==> config.mk <==
export PLATFORM = sky130hd
export DESIGN_NAME = exam_onehot_collector
export DESIGN_NICKNAME = d
export VERILOG_FILES = /design/src/rtl/exam_onehot_collector.sv
export SDC_FILE = /design/constraint.sdc
export NUM_CORES = 1
export LEC_CHECK = 0
export CORE_MARGIN = 4
export CORE_UTILIZATION = 60
export CTS_BUF_LIST = sky130_fd_sc_hd__clkbuf_4 sky130_fd_sc_hd__clkbuf_8
export CTS_CLUSTER_SIZE = 20
export DETAILED_ROUTE_END_ITERATION = 8
export DONT_BUFFER_PORTS = 1
export PLACE_DENSITY = 0.76
export SETUP_SLACK_MARGIN = 0.2
export SLEW_MARGIN = 0
export SYNTH_ARGS = -nofsm -noshare
export SYNTH_HDL_FRONTEND = slang
export SYNTH_SLANG_ARGS = --single-unit
export TNS_END_PERCENT = 50
==> constraint.sdc <==
create_clock -name clk -period 2.5 [get_ports clk]
set_input_delay 0.5 -clock clk [delete_from_list [all_inputs] [get_ports clk]]
set_output_delay 0.5 -clock clk [all_outputs]
set_load 0.01 [all_outputs]
==> src/rtl/exam_onehot_collector.sv <==
// rtl/exam_onehot_collector.sv - encodes decoder samples into a FWFT FIFO with a saturating one-hot hit counter
// Optional build macro: EXAM_COLLECT_STRICT_EN (only one-hot samples enter the FIFO)
module exam_onehot_collector #(
    parameter int DEPTH = 4,
    parameter int CNT_W = 8
) (
    input  logic             clk,
    input  logic             rst_n,
    input  logic             en,
    input  logic [7:0]       din,
    input  logic             din_valid,
    output logic             din_ready,
    output logic [2:0]       dout_idx,
    output logic             dout_onehot,
    output logic             dout_zero,
    output logic             dout_valid,
    input  logic             dout_ready,
    output logic [CNT_W-1:0] count,
    output logic             overflow
);
    localparam int AW = $clog2(DEPTH);
    localparam logic [AW:0] FULL_LVL = (AW + 1)'(DEPTH);

    logic [4:0]  mem [DEPTH];
    logic [4:0]  last_pop;
    logic [AW-1:0] wr_ptr;
    logic [AW-1:0] rd_ptr;
    logic [AW:0] level;
    logic        rdy;
    logic        full;
    logic        empty;
    logic        accept;
    logic        push;
    logic        pop;
    logic [2:0]  enc_idx;
    logic        enc_onehot;
    logic        enc_zero;
    logic [4:0]  head;

    always_comb begin
        enc_idx = 3'd0;
        for (int i = 7; i >= 0; i--) begin
            if (din[i]) enc_idx = i[2:0];
        end
    end

    assign enc_zero   = (din == 8'h00);
    assign enc_onehot = !enc_zero && ((din & (din - 8'd1)) == 8'h00);

    assign full       = (level == FULL_LVL);
    assign empty      = (level == '0);
    assign din_ready  = rdy & ~full;
    assign accept     = en & din_valid & din_ready;
    assign dout_valid = ~empty;
    assign pop        = dout_valid & dout_ready;

`ifdef EXAM_COLLECT_STRICT_EN
    assign push = accept & enc_onehot;
`else
    assign push = accept;
`endif

    // Once drained, the outputs keep showing the most recently popped entry.
    assign head = empty ? last_pop : mem[rd_ptr];
    assign dout_idx    = head[4:2];
    assign dout_onehot = head[1];
    assign dout_zero   = head[0];

    always_ff @(posedge clk) begin
        if (push) mem[wr_ptr] <= {enc_idx, enc_onehot, enc_zero};
    end

    always_ff @(posedge clk or negedge rst_n) begin
        if (!rst_n) begin
            rdy      <= 1'b0;
            wr_ptr   <= '0;
            rd_ptr   <= '0;
            level    <= '0;
            last_pop <= '0;
            count    <= '0;
            overflow <= 1'b0;
        end else begin
            rdy <= 1'b1;
            if (push) wr_ptr <= wr_ptr + 1'b1;
            if (pop) begin
                rd_ptr   <= rd_ptr + 1'b1;
                last_pop <= mem[rd_ptr];
            end
            case ({push, pop})
                2'b10:   level <= level + 1'b1;
                2'b01:   level <= level - 1'b1;
                default: level <= level;
            endcase
            if (accept && enc_onehot && (count != '1)) count <= count + 1'b1;
            if (en && din_valid && rdy && full) overflow <= 1'b1;
        end
    end
endmodule

==> results of run 1 <==
==> registers in the layout (all words and copies together), names as in the netlist <==
signal    cells
mem          20
count         8
last_pop      5
level         3
rd_ptr        2
wr_ptr        2
overflow      1
rdy           1
==> path summary, 6_finish.rpt <==
kind / startpoint / end / cells past startpoint
max: rd_ptr[0]$_DFFE_PN0P_ / dout_zero / 2
min: din_valid / overflow$_DFFE_PN0P_ / 1
max reg2reg: level[0]$_DFFE_PN0P_ / level[2]$_DFFE_PN0P_ / 9
min reg2reg: level[2]$_DFFE_PN0P_ / level[2]$_DFFE_PN0P_ / 1
max in group asynchronous: rst_n / rd_ptr[0]$_DFFE_PN0P_ / 1
min in group asynchronous: rst_n / count[3]$_DFFE_PN0P_ / 1
==> worst max-delay path, stage by stage, from the launching register on <==
cell,delay [ps]
dfrtp_2,500
mux4_2,550
mux2_2,320
==> cell type report <==
type                    instances  area [sq um]
well taps                      44          55.1
fillers                       232           970
multi-input cells              91           796
inverters                       8          30.0
clock buffers                   6          45.0
repair buffers                  2          17.5
clock inverters                 2          37.5
flip-flops and latches         42          1150
==> per-stage QoR <==
stage	setup slack, ps	hold slack, ps	total power, mW	cells
2_1_floorplan	249	204	1.44	146
3_3_place_gp	172	205	1.51	186
3_5_place_dp	103	205	1.56	186
4_1_cts	217	315	2.00	195
5_1_grt	207	321	2.12	195
6_report	294	333	1.98	195
==> synthesized netlist by cell type, types with 2 or more instances <==
cell	count
nor2_1	7
and2_1	5
o21ai_0	2
nand4_1	4
dfrtp_1	22
clkbuf_1	3
xnor2_1	9
mux2_2	11
xor2_1	5
nor3_1	7
edfxtp_1	20
nor3b_1	3
inv_1	8
a21oi_1	4
nand2_1	4
nand3_1	3
mux4_2	5
ha_1	6
==> logic make-up after synthesis <==
group                      share of synthesized area, %
other                                             0.189
xor gates and xnor gates                           6.17
muxes                                              12.4
AOI/OAI and AO/OA                                  4.41
adders and majority gates                          4.78
buffers and inverters                              2.52
and+or+nand+nor                                    11.6
DFF                                                57.9
==> power by group through the flow <==
stage / clock [mW] / combinational [mW] / sequential (mW)
final: 0.427 / 0.563 / 0.987
after global routing: 0.470 / 0.638 / 1.01
after CTS: 0.439 / 0.569 / 0.989
after detailed placement: 0 / 0.558 / 1.00
after global placement: 0 / 0.515 / 0.991
after floorplan: 0 / 0.508 / 0.934
==> routing by layer <==
metal  track usage, %  share of wire (%)  wire [um]  up-vias
met4             7.77                1.6         49        0
met3             4.44                4.0        123        5
li1                 -                  -          -      537
met2             28.7                 51       1570       20
met5                0                  0          0        -
met1             20.9                 44       1350      533
==> timing repair <==
action	4_1_cts	5_1_grt
endpoints found under the hold margin	22	0
hold buffers	1	0
setup endpoints to repair	5	1
gates cloned	0	0
pin swaps	0	0
resized for setup	1	3
==> results.ini, run 1 <==
[outcome]
status = complete, no violations

[power]
internal_power_mw = 1.38
comb_power_share_pct = 28.5
p_leak_nw = 0.821
swShare_pct = 30.1
p_clk_share_pct = 21.6
switching_power_mw = 0.595
irDropWorstVdd_mv = 0.344
seq_power_share_pct = 50.0
p_per_area_nw_per_um2 = 926

[sta]
fin_tns_setup_ps = 0
post-route-period-util_pct = 88.2
finalMaxSlewViolations = 0
rsz0062_at_grt = no
relSlewSlack_pct = 34.4
clock_skew_ps = 11.4
setup_viol = 0
hold_viol = 0
min_period_ps = 2210
fmax_ghz = 0.453
worst_pin_slew_ps = 981

[die]
die_y_um = 65.6
coreArea_sq_um = 3100
die_area_sq_um = 4300
die_w_um = 65.6
placementRows = 20
start_util_pct = 64.1
ioPinCount = 29

[yosys]
synth_ff_type = dfrtp_1
ys_ff_latch = 42
synth-warning-count = 0
ys_async_sr_fraction_pct = 52.4
netlist_area_sq_um = 1990
synth-edff-count = 20
ys_seq_area_share_pct = 57.9
synth_top_cell_area_share_pct = 30.2
syn-num-nets = 166
synth_cells = 146
avgSynthCellArea_sq_um = 13.6
synth_area_leaders = edfxtp_1, dfrtp_1, mux2_2, mux4_2, xnor2_1
yosysTopAreaCell = edfxtp_1
ys_types = 36

[route]
drt-total-wl_mm = 3.09
drt_first_pass_iters = 3
post_drt_via_cell_ratio = 5.62
postRouteAntennaNets = 0
drtIter0Drc = 42
vias = 1095
drcViolationCount = 0
wl_per_cell_um = 15.8

[placed_design]
port-buffer-count = 0
dp_hpwl_mm = 2.34
place.gp.congestion = 0.807
dpl-instance-area_sq_um = 2030

[critical_path]
required_ps = 2000
cp_max_fo = 7
crit_arrival_ps = 1710
worst_setup_path_start_kind = flop
crit_path_end_kind = output pin
regToRegSetupSlack_ps = 410
critPathKind = flop to output pin

[finish]
mostFrequentLayoutCells = dfrtp_1, edfxtp_1, mux2_2
diodes = 0
layout_commonest_cell = dfrtp_1
syn2layout_area_growth_pct = 7.30
drive_gt1_share_pct = 21.9
final_area_sq_um = 2130
fin_util_pct = 68.8
fin_nets = 170

[clock_network]
cts_tree = done
clk_path_buf_depth = 2
h-tree-depth = 2
clkLatencyLatePin_ps = 340
clk_pin_slew_ps = 110
cts.sink_count = 42
post_cts_buffers = 0
numCtsBuffers = 5
cts_root_buf = clkbuf_4

[job]
drv_cap = 0

[grt]
antenna_found_initial = 0
grt_usage_pct = 17.2
grt-ovfl-total = 0
grt_pass1_vias = 1189
grt_pass1_wl_mm = 5.49
grt_max_degree = 23

[worst_hold_path]
hold_path.class = input pin to flop

Note: power is estimated with default switching activity, not from simulation.
==> inputs of run 2 (changes only) <==
==> constraint.sdc (replaced) <==
create_clock -name clk -period 2.1 [get_ports clk]
set_input_delay 0.42 -clock clk [delete_from_list [all_inputs] [get_ports clk]]
set_output_delay 0.42 -clock clk [all_outputs]
set_load 0.01 [all_outputs]
==> run 2 against run 1 <==
The run now ends with setup timing left. Sequential cell count stayed put. Via count up 4.7%. Routed wire length grew 5.4%. Core utilization is 3.2 points higher. Power is 26% higher. First-iteration DRC count down 21%. Combinational power is 44% higher. Critical path type unchanged. Critical endpoint unchanged. Largest cell class unchanged.
==> results.ini, run 2 (same netlist as run 1, synthesis figures left out) <==
[finish]
largest_reg_flops = 20  ; unchanged
fin_cells = 203  ; was 195
top_register = mem  ; unchanged
layout_commonest_cell = dfrtp_1  ; unchanged
drive_gt1_share_pct = 27.7  ; was 21.9%
diodes = 0  ; unchanged
final_area_sq_um = 2230  ; was 2130 sq um
reg.largest.list = mem (20), count (8), last_pop (5)  ; unchanged
syn2layout_area_growth_pct = 12.3  ; was 7.30%
fin_nets = 178  ; was 170
fin_util_pct = 72.0  ; was 68.8%
mostFrequentLayoutCells = dfrtp_1, edfxtp_1, xnor2_1, buf_4  ; was dfrtp_1, edfxtp_1, mux2_2

[sta]
min_period_ps = 2120
setup_viol = 5  ; was 0
fmax_ghz = 0.471
fin_tns_setup_ps = -75.2  ; was 0 ps
rsz0062_at_grt = yes  ; was no
hold_viol = 0  ; unchanged
post-route-period-util_pct = 101
worst_pin_slew_ps = 954  ; was 981 ps
finalMaxSlewViolations = 0  ; unchanged
whs_ps = 230  ; was 333 ps
setup_slack_ps = -23.9  ; was 294 ps
relSlewSlack_pct = 36.2  ; was 34.4%
clock_skew_ps = 22.7  ; was 11.4 ps

[placed_design]
dp.cells = 189  ; was 186
place.gp.congestion = 0.694  ; was 0.807
dp_hpwl_mm = 2.41  ; was 2.34 mm
port-buffer-count = 0  ; unchanged
pre_cts_ws_ps = -31.1  ; was 103 ps
dpl-instance-area_sq_um = 2080  ; was 2030 sq um

[job]
drv_cap = 0  ; unchanged

[die]
ioPinCount = 29  ; unchanged
die_y_um = 65.6  ; unchanged
die_area_sq_um = 4300  ; unchanged
coreArea_sq_um = 3100  ; unchanged
die_w_um = 65.6  ; unchanged
start_util_pct = 64.1  ; unchanged
placementRows = 20  ; unchanged

[power]
internal_power_mw = 1.75  ; was 1.38 mW
switching_power_mw = 0.746  ; was 0.595 mW
irDropWorstVdd_mv = 0.480  ; was 0.344 mV
p_clk_share_pct = 20.4  ; was 21.6%
comb_power_share_pct = 32.5  ; was 28.5%
swShare_pct = 29.8  ; was 30.1%
p_per_area_nw_per_um2 = 1120  ; was 926 nW/um^2
power.total_mw = 2.50  ; was 1.98 mW
seq_power_share_pct = 47.1  ; was 50.0%
p_leak_nw = 0.890  ; was 0.821 nW

[route]
postRouteAntennaNets = 0  ; unchanged
vias = 1147  ; was 1095
wl_per_cell_um = 16.0  ; was 15.8 um
drt-total-wl_mm = 3.26  ; was 3.09 mm
post_drt_via_cell_ratio = 5.65  ; was 5.62
drt_first_pass_iters = 4  ; was 3
drtIter0Drc = 33  ; was 42
drcViolationCount = 0  ; unchanged

[critical_path]
worst_setup_path_start_kind = flop  ; unchanged
required_ps = 1680  ; was 2000 ps
critPathKind = flop to output pin  ; unchanged
crit_path_end_kind = output pin  ; unchanged
reg2regPathDepth = 8  ; was 9
cp-startpoint = rd_ptr[0]$_DFFE_PN0P_  ; unchanged
cp_max_fo = 6  ; was 7
regToRegSetupSlack_ps = 260  ; was 410 ps
r2r-end = level[2]$_DFFE_PN0P_  ; unchanged
crit_arrival_ps = 1700  ; was 1710 ps
r2r_start = level[1]$_DFFE_PN0P_  ; was level[0]$_DFFE_PN0P_

[grt]
grt_pass1_wl_mm = 5.46  ; was 5.49 mm
grt_pass1_vias = 1194  ; was 1189
grtUsageMet2_pct = 30.0  ; was 28.7%
antenna_found_initial = 0  ; unchanged
grt_max_degree = 23  ; unchanged
top_usage_layer = met2  ; unchanged
use_met3_pct = 6.32  ; was 4.44%
grt_usage_pct = 17.3  ; was 17.2%
grt_use_met1_pct = 20.2  ; was 20.9%
grt-ovfl-total = 0  ; unchanged

[worst_hold_path]
hold_path.class = input pin to flop  ; unchanged
hold_path_depth = 1  ; unchanged
holdPathEnd = overflow$_DFFE_PN0P_  ; unchanged
hp-start = din_valid  ; unchanged

[outcome]
status = complete, but fails checks  ; was complete, no violations
violations = setup timing

[clock_network]
cts_root_buf = clkbuf_4  ; unchanged
cts_tree = done  ; unchanged
clk_pin_slew_ps = 130  ; was 110 ps
numCtsBuffers = 5  ; unchanged
h-tree-depth = 2  ; unchanged
clkLatencyLatePin_ps = 350  ; was 340 ps
cts.sink_count = 42  ; unchanged
clk_path_buf_depth = 2  ; unchanged

## run 2: power by group through the flow
stage	logic [mW]	registers, mW	clock network, mW
6_report	0.811	1.18	0.511
5_1_grt	0.900	1.21	0.571
4_1_cts	0.791	1.18	0.522
3_5_place_dp	0.684	1.20	0
3_3_place_gp	0.644	1.18	0
2_1_floorplan	0.643	1.11	0
## run 2: how the worst max path moves through the flow
stage	cells after the start	to	slack [ps]
after floorplan	6	count[1]$_DFFE_PN0P_	-5
after global placement	5	count[1]$_DFFE_PN0P_	10
after detailed placement	5	count[1]$_DFFE_PN0P_	-30
after CTS	2	dout_zero	-40
after global routing	2	dout_zero	-130
final	2	dout_zero	-20
## run 2: final cells by class
cell class | instances | area [sq um]
clock buffers | 6 | 45.0
clock inverters | 2 | 37.5
fillers | 220 | 870
inverters | 8 | 30.0
multi-input cells | 91 | 836
flip-flops and latches | 42 | 1150
well taps | 44 | 55.1
repair buffers | 10 | 77.6
## run 2: routing by layer
| layer | wire length (um) | up-vias |
|---|---|---|
| li1 | - | 552 |
| met1 | 1330 | 567 |
| met2 | 1720 | 23 |
| met3 | 164 | 5 |
| met4 | 38 | 0 |
| met5 | 0 | - |
## run 2: timing repair
action,in CTS,in global routing
pin swaps,8,10
setup buffers,2,3
resized for setup,8,0
endpoints found under the hold margin,22,0
hold buffers,1,0
endpoints found under the setup margin,6,15
## run 2: worst max-delay path, cell delays in order, from the launching register on
cell     delay (ps)
dfrtp_2         500
mux4_2          550
mux2_4          290
==> inputs of run 3 (changes only) <==
--- a/config.mk
+++ b/config.mk
@@ -7,7 +7,6 @@
 export LEC_CHECK = 0
 export CORE_MARGIN = 4
 export CORE_UTILIZATION = 60
-export CTS_BUF_LIST = sky130_fd_sc_hd__clkbuf_4 sky130_fd_sc_hd__clkbuf_8
 export CTS_CLUSTER_SIZE = 20
 export DETAILED_ROUTE_END_ITERATION = 8
 export DONT_BUFFER_PORTS = 1
==> run 3 against run 2 <==
The run still ends with setup timing left. Hold slack better by 5.4 ps. Cell count is the same. First-iteration DRC count increased by 52%. Non-clock buffer count is the same. Sequential share of layout area rose by 0.20 points. Count of clock-buffer cells in the layout is 1 higher. Clock power is 12% lower. Combinational power hardly changed. Routed wire length decreased by 0.15%. Fmax increased by 0.31%. Largest power group unchanged. Highest routed layer unchanged.
==> results.ini, run 3 (same netlist as run 1, synthesis figures left out) <==
[worst_hold_path]
hold_path.class = input pin to flop  ; unchanged
hp-start = din_valid  ; unchanged
hold_path_depth = 1  ; unchanged

[sta]
fmax_ghz = 0.472  ; was 0.471 GHz
setup_slack_ps = -17.4  ; was -23.9 ps
min_period_ps = 2120  ; about the same
relSlewSlack_pct = 36.9  ; was 36.2%
post-route-period-util_pct = 101  ; about the same
finalMaxSlewViolations = 0  ; unchanged
worst_pin_slew_ps = 943  ; was 954 ps
clock_skew_ps = 16.6  ; was 22.7 ps
setup_viol = 5  ; unchanged
hold_viol = 0  ; unchanged
rsz0062_at_grt = yes  ; unchanged

[die]
die_y_um = 65.6  ; unchanged
ioPinCount = 29  ; unchanged
die_area_sq_um = 4300  ; unchanged
die_w_um = 65.6  ; unchanged
coreArea_sq_um = 3100  ; unchanged
placementRows = 20  ; unchanged
start_util_pct = 64.1  ; unchanged

[clock_network]
cts_root_buf = clkbuf_4  ; unchanged
cts_tree = done  ; unchanged
clk_path_buf_depth = 2  ; unchanged
cts.sink_count = 42  ; unchanged
numCtsBuffers = 5  ; unchanged
clk_pin_slew_ps = 130  ; about the same
clkLatencyLatePin_ps = 350  ; about the same
h-tree-depth = 2  ; unchanged

[critical_path]
worst_setup_path_start_kind = flop  ; unchanged
critPathKind = flop to output pin  ; unchanged
slowest_stage = mux4_2  ; unchanged
reg2regPathDepth = 8  ; unchanged
max_stage_delay_ps = 550  ; about the same
crit_arrival_ps = 1700  ; about the same
required_ps = 1680  ; about the same
r2r_start = level[1]$_DFFE_PN0P_  ; unchanged
timing.critical_path.cells = mux4_2 -> mux2_4  ; unchanged
cp-startpoint = rd_ptr[0]$_DFFE_PN0P_  ; unchanged
crit_path_end_kind = output pin  ; unchanged
cp_max_fo = 6  ; unchanged

[placed_design]
port-buffer-count = 0  ; unchanged
dp_hpwl_mm = 2.41  ; unchanged
place.gp.congestion = 0.694  ; unchanged
pre_cts_ws_ps = -31.1  ; unchanged
dpl-instance-area_sq_um = 2080  ; unchanged
dp.cells = 189  ; unchanged

[route]
vias = 1144  ; was 1147
post_drt_via_cell_ratio = 5.64  ; was 5.65
dr_wl_met3_um = 169  ; was 164 um
wl_per_cell_um = 16.0  ; about the same
dr_wl_met2_mm = 1.71  ; was 1.72 mm
drt_first_pass_iters = 4  ; unchanged
drcViolationCount = 0  ; unchanged
wirelength_met1_mm = 1.34  ; was 1.33 mm
drt-total-wl_mm = 3.25  ; was 3.26 mm
top_layer_used = met4  ; unchanged
postRouteAntennaNets = 0  ; unchanged
drtIter0Drc = 50  ; was 33

[grt]
grt_usage_pct = 17.8  ; was 17.3%
grt_pass1_vias = 1205  ; was 1194
grt-ovfl-total = 0  ; unchanged
grt_max_degree = 23  ; unchanged
antenna_found_initial = 0  ; unchanged
grt_pass1_wl_mm = 5.51  ; was 5.46 mm

[finish]
reg.largest.list = mem (20), count (8), last_pop (5)  ; unchanged
top_register = mem  ; unchanged
syn2layout_area_growth_pct = 11.9  ; was 12.3%
fill_cells = 224  ; was 220
multiInputGateArea_sq_um = 836  ; unchanged
final_area_sq_um = 2220  ; was 2230 sq um
drive_gt1_share_pct = 27.0  ; was 27.7%
largest_reg_flops = 20  ; unchanged
regArea_sq_um = 1150  ; unchanged
diodes = 0  ; unchanged
mostFrequentLayoutCells = dfrtp_1, edfxtp_1, xnor2_1, buf_4  ; unchanged
fin_nets = 178  ; unchanged
fin_util_pct = 71.7  ; was 72.0%
fin_cells = 203  ; unchanged
layout_commonest_cell = dfrtp_1  ; unchanged

[power]
p_per_area_nw_per_um2 = 1100  ; was 1120 nW/um^2
p_leak_nw = 0.885  ; was 0.890 nW
irDropWorstVdd_mv = 0.484  ; was 0.480 mV
power.total_mw = 2.44  ; was 2.50 mW

[outcome]
status = complete, but fails checks  ; unchanged
violations = setup timing  ; unchanged

[job]
drv_cap = 0  ; unchanged

==> run 3: changes by cell type in the layout (fill, tap and decap cells not counted), sizes merged <==
cell	delta
clkbuf	+1
bufinv	-1
==> run 3: final cells by class <==
cell class	instances	share of cell area, %
inverters	8	1.35
well taps	44	2.47
flip-flops and latches	42	51.8
multi-input cells	91	37.6
clock buffers	7	2.98
repair buffers	10	3.49
clock inverters	1	0.337
==> run 3: worst paths after layout <==
path	end	slack [ps]
worst max-delay path	dout_zero	-20
worst min-delay path	overflow$_DFFE_PN0P_	230
worst max register to register	level[2]$_DFFE_PN0P_	260
worst min register to register	last_pop[3]$_DFFE_PN0P_	530
max in group asynchronous	rd_ptr[0]$_DFFE_PN0P_	830
min in group asynchronous	last_pop[4]$_DFFE_PN0P_	650
==> run 3: critical path, delay by kind of cell, from the launching register on <==
family	cells	cell delay, ps
DFF	1	500
muxes	2	840
==> run 3: power breakdown <==
group / switching [mW] / total, mW / leakage, nW / internal, mW
Combinational: 0.343 / 0.809 / 0.394 / 0.466
Sequential: 0.154 / 1.18 / 0.454 / 1.02
Clock: 0.248 / 0.452 / 0.0367 / 0.204
Total: 0.745 / 2.44 / 0.885 / 1.69
==> run 3: layer usage <==
metal  vias to the layer above  track usage (%)
li1                        552                -
met1                       559             20.3
met2                        29             30.1
met3                         4             7.35
met4                         0             6.22
met5                         -                0
==> run 3: per-stage QoR <==
step	hold slack (ps)	TNS, ps
2_1_floorplan	124	-5.08
3_3_place_gp	125	0
3_5_place_dp	125	-97.5
4_1_cts	218	-153
5_1_grt	205	-612
6_report	235	-40.4
==> run 3: timing repair <==
action / CTS / global route
setup buffers: 2 / 3
hold endpoints to repair: 22 / 0
hold buffers: 1 / 0
gates resized for setup: 8 / 0
setup endpoints to repair: 6 / 15
pin swaps: 8 / 10
